## config.mk

```make
export PLATFORM = sky130hd
export DESIGN_NAME = sync_fifo
export DESIGN_NICKNAME = d
export VERILOG_FILES = /design/src/rtl/sync_fifo_pkg.sv /design/src/rtl/sync_fifo_ram.sv /design/src/rtl/sync_fifo.sv
export SDC_FILE = /design/constraint.sdc
export NUM_CORES = 1
export LEC_CHECK = 0
export BUFFER_PORTS_ARGS = -buffer_cell sky130_fd_sc_hd__buf_2
export CORE_MARGIN = 2
export CORE_UTILIZATION = 30
export CTS_CLUSTER_DIAMETER = 200
export CTS_CLUSTER_SIZE = 20
export DETAILED_ROUTE_END_ITERATION = 16
export PLACE_DENSITY = 0.42
export REMOVE_ABC_BUFFERS = 1
export SLEW_MARGIN = 0
export SYNTH_ARGS = -nofsm -noshare
export SYNTH_HDL_FRONTEND = slang
export SYNTH_SLANG_ARGS = --single-unit
```

## constraint.sdc

```tcl
create_clock -name clk -period 3.4 [get_ports clk]
set_clock_uncertainty 0.1 [all_clocks]
set_input_delay 0 -clock clk [delete_from_list [all_inputs] [get_ports clk]]
set_output_delay 0 -clock clk [all_outputs]
set_load 0.01 [all_outputs]
```

## src/rtl/sync_fifo_pkg.sv

```systemverilog
// Shared defaults and sizing helper for the sync_fifo block.
package sync_fifo_pkg;

  localparam int DATA_WIDTH_DEF = 8;
  localparam int DEPTH_DEF      = 16;

  // Address width for a power-of-two depth; never below 1 so slices stay legal.
  function automatic int addr_width(input int depth);
    return (depth < 2) ? 1 : $clog2(depth);
  endfunction

endpackage

```

## src/rtl/sync_fifo_ram.sv

```systemverilog
// Simple dual-port register file for sync_fifo. Read port is registered by default,
// combinational when SYNC_FIFO_FWFT_EN is defined.
module sync_fifo_ram
  import sync_fifo_pkg::*;
#(
  parameter int DATA_WIDTH = DATA_WIDTH_DEF,
  parameter int ADDR_WIDTH = addr_width(DEPTH_DEF)
) (
  input  logic                  clk,
`ifndef SYNC_FIFO_FWFT_EN
  input  logic                  rst_n,
  input  logic                  rd_en,
`endif
  input  logic                  wr_en,
  input  logic [ADDR_WIDTH-1:0] wr_addr,
  input  logic [DATA_WIDTH-1:0] wr_data,
  input  logic [ADDR_WIDTH-1:0] rd_addr,
  output logic [DATA_WIDTH-1:0] rd_data
);

  localparam int DEPTH = 1 << ADDR_WIDTH;

  logic [DATA_WIDTH-1:0] mem [DEPTH];

  // NOTE: storage has no reset; the pointers alone define which words are valid,
  // and leaving it out keeps the array mappable to plain flops or LUT RAM.
  always_ff @(posedge clk) begin
    if (wr_en) mem[wr_addr] <= wr_data;
  end

`ifdef SYNC_FIFO_FWFT_EN
  assign rd_data = mem[rd_addr];
`else
  // NOTE: sequential state is always assigned with <= so every flop samples
  // pre-edge values regardless of block ordering.
  always_ff @(posedge clk or posedge rst_n) begin
    if (rst_n)      rd_data <= '0;
    else if (rd_en) rd_data <= mem[rd_addr];
  end
`endif

endmodule

```

## src/rtl/sync_fifo.sv

```systemverilog
// Single-clock FIFO: pointers, flags and accept logic around sync_fifo_ram.
// Optional macro SYNC_FIFO_FWFT_EN selects first-word-fall-through output.
module sync_fifo
  import sync_fifo_pkg::*;
#(
  parameter int DATA_WIDTH = DATA_WIDTH_DEF,
  parameter int DEPTH      = DEPTH_DEF,
  parameter int ADDR_WIDTH = addr_width(DEPTH)
) (
  input  logic                  clk,
  input  logic                  rst_n,   // active-high despite the name
  input  logic [DATA_WIDTH-1:0] data_in,
  input  logic                  en_wr,
  input  logic                  en_rd,
  output logic [DATA_WIDTH-1:0] data_out,
  output logic                  empty,
  output logic                  full
);

  localparam logic [ADDR_WIDTH:0] PTR_ONE = {{ADDR_WIDTH{1'b0}}, 1'b1};

  // Extra MSB distinguishes full from empty when the address bits coincide.
  logic [ADDR_WIDTH:0] wr_ptr;
  logic [ADDR_WIDTH:0] rd_ptr;
  logic                wr_acc;
  logic                rd_acc;

  assign empty  = (wr_ptr == rd_ptr);
  assign full   = (wr_ptr[ADDR_WIDTH] != rd_ptr[ADDR_WIDTH]) &&
                  (wr_ptr[ADDR_WIDTH-1:0] == rd_ptr[ADDR_WIDTH-1:0]);
  assign wr_acc = en_wr & ~full;
  assign rd_acc = en_rd & ~empty;

  always_ff @(posedge clk or posedge rst_n) begin
    if (rst_n) begin
      wr_ptr <= '0;
      rd_ptr <= '0;
    end else begin
      if (wr_acc) wr_ptr <= wr_ptr + PTR_ONE;
      if (rd_acc) rd_ptr <= rd_ptr + PTR_ONE;
    end
  end

  sync_fifo_ram #(
    .DATA_WIDTH (DATA_WIDTH),
    .ADDR_WIDTH (ADDR_WIDTH)
  ) u_ram (
    .clk     (clk),
`ifndef SYNC_FIFO_FWFT_EN
    .rst_n   (rst_n),
    .rd_en   (rd_acc),
`endif
    .wr_en   (wr_acc),
    .wr_addr (wr_ptr[ADDR_WIDTH-1:0]),
    .wr_data (data_in),
    .rd_addr (rd_ptr[ADDR_WIDTH-1:0]),
    .rd_data (data_out)
  );

endmodule

```

==> results.txt, run 1 <==
The maximum fanout encountered on the critical timing path was 14. Global routing finished with a remaining overflow of 0. The final layout contains 362 nets. The flop and latch count out of synthesis came out at 146.

Of the cells placed in the final design, the portion with a size suffix greater than 1 is 25.42%. The post-route antenna net violation count is 0. The tools report the number of max-slew violations in the final report as 0.

The run finished with clean final reports. The number of cell rows was 51. The floorplan step defined a die boundary enclosing 21000 um2. In the synthesized netlist, the number of instances is 302. For this run, the slowest stage of the critical path takes 0.55 ns. The final total negative setup slack is 0 ns. Final hold violation count: 0. By instance count, the leading cell after synthesis is sky130_fd_sc_hd__edfxtp_1.

The most used flip-flop cell after synthesis is sky130_fd_sc_hd__edfxtp_1. Summing the sequential cell areas from Yosys gives 72.07% of the chip area. The tools report the maximum clock frequency as 405.0 MHz. Counting distinct cell types in the post-synthesis netlist gives 29. The number of enable flip-flop cells after synthesis was 128. Share of synthesized flip-flops with an asynchronous set or reset: 12.33%. The cell at the slowest stage of the critical path was sky130_fd_sc_hd__and3_1. The floorplan step set the die width to 144.9 um. The first routing iteration left 125 violations.

Count of TritonRoute iterations in the first routing pass: 6. STA classifies the critical path endpoint as a flip-flop. The total area inside the core boundary comes to 19460 um2. Total wire length: 13.35 mm. The tools report the nature of the critical path startpoint as a flip-flop. 0 antenna diodes ended up in the layout. Logic depth of the worst register-to-register path: 6.

The logs give 2.463 nW for the static leakage and 3.35 ns for the data required time at the worst endpoint. Number of buffers inserted by post-CTS setup repair: 0. Post-detailed-route via-to-cell ratio: 4.663. The die is 144.9 um tall. The tools report the number of antenna violations at the first check in global routing as 0. The root buffer cell chosen for the clock tree is sky130_fd_sc_hd__clkbuf_16. The area growth from synthesis to layout is 18.71%.

The critical path in this run is classified as reg2reg. The startpoint identified for the worst register-to-register timing path is rd_ptr[1]. Data arrives at the worst endpoint at 2.42 ns. The sum of buffers and inverters on the critical path came out at 2. The period utilization works out to 72.63%. Yosys attributes the largest share of cell area to sky130_fd_sc_hd__edfxtp_1 (65%), sky130_fd_sc_hd__dfrtp_1 (7.6%), sky130_fd_sc_hd__mux4_1 (5.7%). The run gives 0.41 ns as the clock latency of the later-clocked register in the worst-skew pair. Type of the worst min-delay path: in2async. The deepest level of the CTS H-tree is 4, and the slew at the pin closest to its max-slew limit is 0.9293 ns. Maximum number of pins on one net before global-route repair: 44. The final-report setup violation count was 0; the portion of synthesized cell area occupied by the leading cell type was 64.51%.

Endpoint of the most critical register-to-register path: u_ram.mem[4][7]. The effective utilization at floorplan came out at 30.61%. The register-to-register setup slack is 0.93 ns. In this design, the critical path's most frequently occurring cell is sky130_fd_sc_hd__buf_4. The total routing usage reported by global routing is 13.34%, and the total I/O pin count is 22.

The via count of the first global-routing pass is 3114, and the global-route wire length before repair is 20.22 mm. The synthesized design spends more area on one cell type than any other, namely sky130_fd_sc_hd__edfxtp_1. After detailed placement, the total cell area comes to 6370 um2. The worst relative slew slack is 37.92%.

The signal on the critical path passes through buf_4, xnor2_1, nand4_2, buf_4, o21a_1, and3_1. By count the netlist is led by sky130_fd_sc_hd__edfxtp_1 (128), sky130_fd_sc_hd__dfrtp_1 (18), sky130_fd_sc_hd__mux2_2 (18), sky130_fd_sc_hd__mux2i_1 (16), sky130_fd_sc_hd__and3_1 (14). For the via count of the routed design, the log shows 2905.

After synthesis the cells add up to 5958 um2. For this run, design rule violations remaining after detail routing come to 0. Buffers placed on the I/O ports in this run total 21. Across the VDD grid, the largest voltage drop is 0.0003589 V. The run gives 8.830 mm as the post-detailed-placement half-perimeter wirelength. The clock passes through at most 2 buffers. The final critical-path required period is 2.469 ns, and the final weighted congestion in routability-driven placement is 0.7085.

Buffers inserted during clock tree synthesis total 17. For this design, the sink count on the clock tree is 146. Average instance area after synthesis: 19.73 um2. During synthesis, Yosys emitted a total of 0 warnings. Setup repair after global routing left no endpoint under its margin.

The clock slew seen by the registers of the worst setup and hold paths is 0.06 ns. TritonCTS built the clock tree. The final instance area is 7073 um2, and the post-detailed-route wirelength per cell is 21.42 um.

On the critical path the largest part of the delay comes from simple AND/OR/NAND/NOR gates. Dividing total power by cell area gives a power density of 863.1 nW/um2. Max-cap violations in this run came to 0.
==> worst max-delay path by stage <==
stage                     startpoint              end  cells after the start
after floorplan            rd_ptr[2]  u_ram.mem[3][0]                      4
after global placement     rd_ptr[1]  u_ram.mem[5][4]                      6
after detailed placement   rd_ptr[1]  u_ram.mem[4][5]                      6
after CTS                  rd_ptr[1]  u_ram.mem[4][4]                      6
after global routing       rd_ptr[1]  u_ram.mem[4][5]                      6
final                      rd_ptr[1]  u_ram.mem[4][7]                      6
==> final cells by class <==
type / instances / area (um2)
Tap cell: 265 / 331.6
Fill cell: 1848 / 12390
Timing Repair Buffer: 40 / 275.3
Clock buffer: 18 / 429.2
Clock inverter: 14 / 163.9
Sequential cell: 146 / 4295
Inverter: 4 / 15.01
Multi-Input combinational cell: 136 / 1563
==> state kept, by name, indices dropped and copies added (netlist names) <==
register	cells
rd_ptr	5
u_ram.rd_data	8
wr_ptr	5
u_ram.mem	128
==> where the power goes <==
part	switching (mW)	internal [mW]
Combinational	1.02	0.859
Sequential	0.137	2.23
Clock	0.714	1.15
Total	1.87	4.24
==> per-layer routing <==
layer | GRT usage (%) | part of all wire, %
met1 | 18.11 | 48
met5 | 0 | 0
met4 | 4.901 | 1.2
met3 | 2.987 | 2.3
met2 | 21.07 | 48
==> repair_timing <==
action | in CTS | in global routing
hold buffers | 11 | 0
resized for setup | 0 | 0
hold endpoints to repair | 153 | 0
==> layout by cell type (no fill, tap or decap) <==
cell                              n
sky130_fd_sc_hd__nor3_1           1
sky130_fd_sc_hd__clkbuf_1         1
sky130_fd_sc_hd__and2_1           2
sky130_fd_sc_hd__bufinv_16        3
sky130_fd_sc_hd__mux2i_1         16
sky130_fd_sc_hd__mux2_2          18
sky130_fd_sc_hd__and3_1          14
sky130_fd_sc_hd__dlygate4sd3_1   11
sky130_fd_sc_hd__nor2b_1          5
sky130_fd_sc_hd__a22o_1           8
sky130_fd_sc_hd__nand4_2          1
sky130_fd_sc_hd__buf_4            8
sky130_fd_sc_hd__nand2b_1         8
sky130_fd_sc_hd__o211ai_1         4
sky130_fd_sc_hd__buf_2           21
sky130_fd_sc_hd__clkinv_4         1
sky130_fd_sc_hd__o21ai_4          1
sky130_fd_sc_hd__xnor2_1         13
sky130_fd_sc_hd__ha_1             5
sky130_fd_sc_hd__xor2_1           1
sky130_fd_sc_hd__clkbuf_16       17
sky130_fd_sc_hd__edfxtp_1       128
sky130_fd_sc_hd__mux4_1          13
sky130_fd_sc_hd__nor2_1           4
sky130_fd_sc_hd__dfrtp_1         17
sky130_fd_sc_hd__a221oi_1         8
sky130_fd_sc_hd__inv_1            4
sky130_fd_sc_hd__clkinv_2         3
sky130_fd_sc_hd__clkinv_1         1
sky130_fd_sc_hd__dfrtp_2          1
sky130_fd_sc_hd__inv_6            1
sky130_fd_sc_hd__clkinvlp_4       5
sky130_fd_sc_hd__mux4_2          11
sky130_fd_sc_hd__o21a_1           1
sky130_fd_sc_hd__o2111ai_1        2
==> worst register-to-register path, cell delays in order, from the launching register on <==
cell	delay (ns)
sky130_fd_sc_hd__dfrtp_1	0.39
sky130_fd_sc_hd__buf_4	0.20
sky130_fd_sc_hd__xnor2_1	0.16
sky130_fd_sc_hd__nand4_2	0.14
sky130_fd_sc_hd__buf_4	0.17
sky130_fd_sc_hd__o21a_1	0.40
sky130_fd_sc_hd__and3_1	0.55
==> logic make-up (layout without fill, tap and decap cells) <==
kind of cell	after synthesis	after routing	share of synthesized area, %
fa+ha+maj	5	5	1.050
buf+inv	20	76	1.701
xor+xnor	14	14	2.058
flops	146	146	72.07
compound gates	24	24	3.549
mux	58	58	15.98
simple gates	35	35	3.591
==> per-stage QoR <==
stage	util, %	total power, mW	cells	hold slack (ns)	setup WS (ns)
floorplan	-	3.634	286	-0.1614	0.3920
global placement	32.73	4.314	580	0.1122	0.9107
detailed placement	32.73	4.315	580	0.1140	0.8677
CTS	36.34	6.206	623	0.2203	0.8592
global route	36.34	6.424	623	0.2839	0.7732
finish	36.34	6.105	623	0.2096	0.9306
No activity file was read; power rests on OpenSTA's default activity.
==> inputs of run 2 (changes only) <==
==> constraint.sdc (replaced) <==
create_clock -name clk -period 2.5 [get_ports clk]
set_clock_uncertainty 0.1 [all_clocks]
set_input_delay 0 -clock clk [delete_from_list [all_inputs] [get_ports clk]]
set_output_delay 0 -clock clk [all_outputs]
set_load 0.01 [all_outputs]
==> run 2 against run 1 <==
Compared with the run above: combinational power increased by 39%; maximum frequency increased by 8.1%; clock power increased by 28%; sequential share of layout area decreased by 0.47 points; wire length increased by 1.6%; final area increased by 0.78%; non-clock buffer count increased by 10; largest power group unchanged; die area unchanged; count of clock-buffer cells in the layout increased by 6; worst setup slack got worse by 0.72 ns.
==> results.txt, run 2 (same netlist as run 1, synthesis figures left out) <==
Across all layers, the routed design uses 2984 vias. The tools report the number of antenna violations at the first check in global routing as 0. The clock tree synthesis step divided the H-tree into 4 levels.

In this run the worst hold path is classified as in2async. The global routing stage identified its most utilized layer as met2. The worst path in the final design needs a cycle of 2.285 ns, including I/O delays and setup.

The logic depth of the worst register-to-register path came out at 5. The register with the most flip-flops in the final layout is u_ram.mem. For the number of cell rows, the log shows 51. The total inserted antenna cells is 0. Max-cap violations in this run came to 0. The area of the core region came out at 19460 um2.

In the final design database the tool counted 372 nets. The via count of the first global-routing pass was 3106; the post-detailed-route wirelength per cell was 21.42 um. On the worst path, the slowest cell contributes a delay of 0.58 ns.

The total overflow left after global routing is 0. The die covers 21000 um2. Entering global routing, the biggest net connects 44 pins.

Hold timing on the final database bottoms out at a slack of 0.2614 ns. The post-detailed-placement half-perimeter wirelength was 8.296 mm. STA classifies the critical path endpoint as a flip-flop. Dividing the final minimum period by the clock period gives 91.39%. Path type of the worst setup path: reg2reg. The tree is rooted in a sky130_fd_sc_hd__clkbuf_16.

The nature of the critical path startpoint is a flip-flop. The placed cell area came out at 6470 um2. The area growth from synthesis to layout is 19.63%. For this block, the routed nets add up to 13.56 mm of wire. Setup repair after global routing left no endpoint under its margin. Summed over all cells, the static leakage comes to 2.515 nW. The slowest stage of the critical path belongs to the cell sky130_fd_sc_hd__nor2_1. The logs give 2 for the worst-case clock buffer depth and 0.41 ns for the clock latency of the later-clocked register in the worst-skew pair. The met3 routing resource usage after global routing was 2.453%; the peak supply drop was 0.0004723 V.

The register with the most flip-flops in the layout has 128 of them. The sum of buffers and inverters on the critical path is 1. The logs give 0 for the number of DRC violations after detailed routing and 2.47 ns for the arrival time of the worst setup path. Post-CTS timing repair inserted 0 buffers for setup. The flow ran to the end, and the final reports show no timing, DRC or antenna violations.

Measured along the y axis, the die boundary spans 144.9 um. The worst pin sits at a relative slew slack of 34.47%. The maximum fanout encountered on the critical timing path came out at 21. STA puts the critical path data required time at 2.69 ns. The finished layout holds 633 standard cells, fillers aside.

The finished cells cover 7128 um2. Before CTS, the worst setup slack after placement is 0.2167 ns. The library cells used most frequently in the layout, excluding fill and tap cells, are sky130_fd_sc_hd__edfxtp_1 (128), sky130_fd_sc_hd__buf_2 (21), sky130_fd_sc_hd__mux2_2 (18). Port buffering added 21 buffers. The signal on the critical path passes through buf_4, nor2_1, a221oi_1, a22o_1, mux2_2.

Counting buffers and inverters, the worst setup path is 5 cells deep. In this run the count of I/O pins placed on the die edge is 22. The largest registers in the layout are u_ram.mem (128), u_ram.rd_data (8). The most common cell after layout, fill and taps aside was sky130_fd_sc_hd__edfxtp_1. The fill cell total of the finished layout is 1808, and the number of placed cells counting well taps is 590.

After layout, the design draws a total of 8.209 mW. In this run the remaining antenna-violating nets after routing total 0. The post-detailed-route via-to-cell ratio was 4.714. The multi-input combinational cells in the finished layout cover a total of 1563 um2.

The family with the most delay on the worst path is simple AND/OR/NAND/NOR gates. Timing would allow up to 437.7 MHz. The die outline width was 144.9 um.

The count of TritonRoute iterations in the first routing pass is 4. Slew at the pin closest to its max-slew limit: 0.9810 ns. The fraction of final layout cells sized beyond drive strength 1 was 25.54%; the combined flip-flop and latch cell area was 4295 um2. The tools report the number of max-slew violations in the final report as 0. The tools report the met2 global-route usage as 21.88%. For this block, the initial DRC count from the detailed router was 245. The logs give 17.97% for the met1 usage and 30.61% for the effective utilization at floorplan. After clock tree synthesis, the clock-pin slew on the worst setup and hold paths is 0.06 ns. The power density over the cells was 1152 nW/um2; the number of clock sinks was 146. For the utilization after layout, the log shows 36.62%.

TritonCTS built the clock tree. For the final total negative setup slack, the log shows 0 ns. The first global-routing pass estimated 20.07 mm of wire.

Setup violations remaining at the end of the flow were counted as 0. The logs give 17 for the number of CTS-inserted buffers and 13.43% for the total routing usage reported by global routing. Setup slack on the critical path of the routed design comes to 0.2153 ns.

The logs give 0 for the final hold violation count and 0.6908 for the final weighted congestion in routability-driven placement.
## run 2: cell types whose count changed in the layout (fill, tap and decap cells not counted)
cell                         previous run  this run
sky130_fd_sc_hd__clkbuf_8               0         1
sky130_fd_sc_hd__clkinv_1               1         3
sky130_fd_sc_hd__bufinv_16              3         2
sky130_fd_sc_hd__clkinvlp_4             5         0
sky130_fd_sc_hd__clkinv_4               1         0
sky130_fd_sc_hd__inv_6                  1         0
sky130_fd_sc_hd__clkbuf_1               1         6
sky130_fd_sc_hd__buf_12                 0         2
sky130_fd_sc_hd__buf_4                  8        16
## run 2: where the power goes
part	total, mW	internal [mW]	leakage [nW]	switching [mW]
Combinational	2.61	1.25	0.882	1.35
Sequential	3.23	3.03	1.36	0.191
Clock	2.38	1.48	0.268	0.896
Total	8.21	5.77	2.52	2.44
## run 2: worst min-delay path, delay by kind of cell
| kind | cells | cell delay (ns) |
|---|---|---|
| buffers and inverters | 3 | 1.34 |
## run 2: repair_timing
item / in CTS / in global routing
hold endpoints to repair: 152 / 0
hold buffers: 11 / 0
resized for setup: 0 / 0
## run 2: layout make-up
class,count,area share [%]
Multi-Input combinational cell,136,21.92
Tap cell,265,4.652
Sequential cell,146,60.26
Clock buffer,24,6.477
Clock inverter,8,1.211
Timing Repair Buffer,50,5.266
Inverter,4,0.2106
## run 2: worst paths after layout
path,slack (ns),from,end
min in group clk,0.38,en_rd,rd_ptr[2]
worst max register to register,0.22,rd_ptr[0],u_ram.rd_data[3]
worst min-delay path,0.26,rst_n,rd_ptr[4]
worst min register to register,0.42,u_ram.rd_data[2],u_ram.rd_data[2]
worst max-delay path,0.22,rd_ptr[0],u_ram.rd_data[3]
max in group asynchronous,1.39,rst_n,rd_ptr[2]
## run 2: layer usage
layer  routed length (um)  share of wire (%)
met1                 6496                 48
met5                    0                  0
met3                  320                2.4
met4                  182                1.3
met2                 6560                 48
==> inputs of run 3 (changes only) <==
--- a/config.mk
+++ b/config.mk
@@ -12,7 +12,6 @@
 export CTS_CLUSTER_SIZE = 20
 export DETAILED_ROUTE_END_ITERATION = 16
 export PLACE_DENSITY = 0.42
-export REMOVE_ABC_BUFFERS = 1
 export SLEW_MARGIN = 0
 export SYNTH_ARGS = -nofsm -noshare
 export SYNTH_HDL_FRONTEND = slang
==> run 3 against run 2 <==
Compared with the run above: wire length is 1.4% lower; worst setup slack worse by 0.057 ns; sequential share of layout area fell by 0.31 points; die area did not move; sequential power about the same; non-clock buffer count is 1 higher; final area up 0.51%.
==> results.txt, run 3 (same netlist as run 1, synthesis figures left out) <==
The flow ran to the end, and the final reports show no timing, DRC or antenna violations. The final hold violation count was 0; the number of CTS-inserted buffers was 17. Dividing the detail-routed via count by the number of cells gives 4.615. The register with the most flip-flops was u_ram.mem.

The post-detailed-route wirelength per cell works out to 21.09 um. The signal on the critical path passes through buf_12, mux4_1, mux2_2, a22o_1, mux2_2. The maximum fanout encountered on the critical timing path is 26. The tools report the element type at the critical path end as a flip-flop. Clock tree synthesis found a total of 146 sinks.

The run gives 0 as the number of max-slew violations in the final report. The logs give 4 for the count of TritonRoute iterations in the first routing pass and 0 for the aggregate global routing overflow. Sum of buffers and inverters on the critical path: 1. After clock tree synthesis, the clock-pin slew on the worst setup and hold paths is 0.06 ns. The critical path in this run is classified as reg2reg. In the finished design, the share of the clock period the worst path needs comes to 93.67%.

The total I/O pin count came out at 22. STA puts the critical path data required time at 2.70 ns. Across the run, the number of max-cap violations was 0. The post-detailed-placement half-perimeter wirelength was 8.940 mm. At the worst endpoint, the arrival time is 2.54 ns. Maximum clock frequency: 427.0 MHz. The net count of the finished layout was 373; the final critical-path required period was 2.342 ns. The tightest min-delay check is of the in2async type.

Peak supply drop: 0.0004430 V. The number of placed cells counting well taps came out at 591. Detailed routing inserted a total of 2926 vias.

The analysis attributes to cell leakage a power of 2.537 nW. Relative to the synthesized area, the layout overhead comes to 20.24%. Number of DRC violations after detailed routing: 0. The slowest stage of the critical path belongs to the cell sky130_fd_sc_hd__mux4_1. The die is 144.9 um tall. The tools report the total routing usage reported by global routing as 13.51%. Leaving out fill and tap cells, the most frequent cells in the layout are sky130_fd_sc_hd__edfxtp_1 (128), sky130_fd_sc_hd__buf_2 (21), sky130_fd_sc_hd__mux2_2 (18).

The finished layout holds 634 standard cells, fillers aside. Setup repair after global routing left no endpoint under its margin. Summing all multi-input logic gate instances after layout gives 1563 um2. For the final routed database, the setup TNS stands at 0 ns. In this design, the largest share of critical-path delay is due to multiplexers.

Once the clock tree was built, the resizer swapped 0 gates to a different size. The first global-routing pass estimated 20.37 mm of wire. The die outline width is 144.9 um, and the number of antenna violations at the first check in global routing is 0.

The power density over the cells works out to 1166 nW/um2. Measured against its own limit, the worst slew margin works out to 36.35%. The count of nets left with antenna violations once routing finished came out at 0. For the pin with the worst max-slew slack, the measured transition is 0.9527 ns. Of the cells placed in the final design, the portion with a size suffix greater than 1 is 27.10%.

Via count of the first global-routing pass: 3104. The worst setup path is launched from a flip-flop. In this run the tool buffered the top-level ports with 21 buffer cells.

Final-report setup violation count: 0. The floorplan step defined a die boundary enclosing 21000 um2. The logs give 44 for the maximum number of pins on one net before global-route repair and 0.42 ns for the clock latency of the later-clocked register in the worst-skew pair. The tools report the combined flip-flop and latch cell area as 4295 um2. For this block, the routed nets add up to 13.37 mm of wire. In this run, the number of DRC markers left after iteration 0 of detailed routing was 143. After floorplanning, the core was divided into 51 placement rows. After filler insertion, the fill cell instance count of the layout stands at 1841. The logs give 0.2112 ns for the worst hold slack across all endpoints and 4 for the deepest level of the CTS H-tree. In the final layout, the registers with the most flip-flops are u_ram.mem (128), u_ram.rd_data (8). Once the floorplan was initialized, standard cells occupied 30.61% of the core. The congestion estimate from routability-driven global placement came to 0.7034. The number of nets in the synthesized netlist is 319.

CTS placed an instance of sky130_fd_sc_hd__clkbuf_16 at the clock tree root. The repair_antennas step left the layout with diodes totalling 0. Cell occurring most often along the worst timing path: sky130_fd_sc_hd__mux2_2. Worst-case clock buffer depth: 2. The highest cell delay on the worst timing path came out at 0.59 ns. TritonCTS built the clock tree. The register with the most flip-flops in the layout has 128 of them. Leaving out fill and tap cells, the most frequent cell in the layout is sky130_fd_sc_hd__edfxtp_1. The run gives 19460 um2 as the area of the core region.
-- run 3: what timing repair did --
action                    4_1_cts  5_1_grt
hold buffers                   11        0
hold endpoints to repair      153        0
setup buffers                   0        0
-- run 3: layout make-up --
class / count / area share (%)
sequential: 146 / 59.95
multi-input combinational: 136 / 21.81
clock buffer: 20 / 6.095
timing repair buffer: 51 / 5.344
tap: 265 / 4.628
clock inverter: 12 / 1.956
inverter: 4 / 0.2096
-- run 3: worst reg2reg max path, cell delays in order, from the launching register on --
cell,delay [ns]
sky130_fd_sc_hd__dfrtp_1,0.47
sky130_fd_sc_hd__buf_12,0.27
sky130_fd_sc_hd__mux4_1,0.60
sky130_fd_sc_hd__mux2_2,0.30
sky130_fd_sc_hd__a22o_1,0.24
sky130_fd_sc_hd__mux2_2,0.25
-- run 3: worst paths after layout --
| path | cells after the start | end | slack [ns] | startpoint |
|---|---|---|---|---|
| max in group asynchronous | 3 | rd_ptr[2] | 1.50 | rst_n |
| worst max-delay path | 5 | u_ram.rd_data[0] | 0.16 | rd_ptr[1] |
| min in group clk | 4 | rd_ptr[3] | 0.39 | en_rd |
| worst max register to register | 5 | u_ram.rd_data[0] | 0.16 | rd_ptr[1] |
| worst min-delay path | 3 | wr_ptr[4] | 0.21 | rst_n |
| worst min register to register | 1 | u_ram.rd_data[1] | 0.42 | u_ram.rd_data[1] |
-- run 3: per-stage QoR --
step | utilization [%] | total power [mW] | setup slack, ns | area, um2
floorplan | - | 5.042 | 0.3238 | 5958
global placement | 33.28 | 5.938 | 0.1765 | 6477
detailed placement | 33.28 | 5.958 | 0.1484 | 6477
CTS | 36.81 | 8.478 | 0.1362 | 7164
global route | 36.81 | 8.780 | 0.06899 | 7164
finish | 36.81 | 8.352 | 0.1582 | 7164
-- run 3: routing by layer --
layer / part of all wire (%) / vias to the layer above / wire, um / track usage, %
met5: 0 / - / 0 / 0
met4: 1.6 / 0 / 214 / 5.495
met3: 1.9 / 15 / 259 / 2.767
met2: 47 / 42 / 6252 / 20.69
met1: 50 / 1531 / 6648 / 18.84
li1: - / 1338 / - / -
-- run 3: where the power goes --
group / switching [mW] / internal, mW / total, mW
Sequential: 0.216 / 3.03 / 3.25
Clock: 0.941 / 1.55 / 2.49
Combinational: 1.35 / 1.26 / 2.61
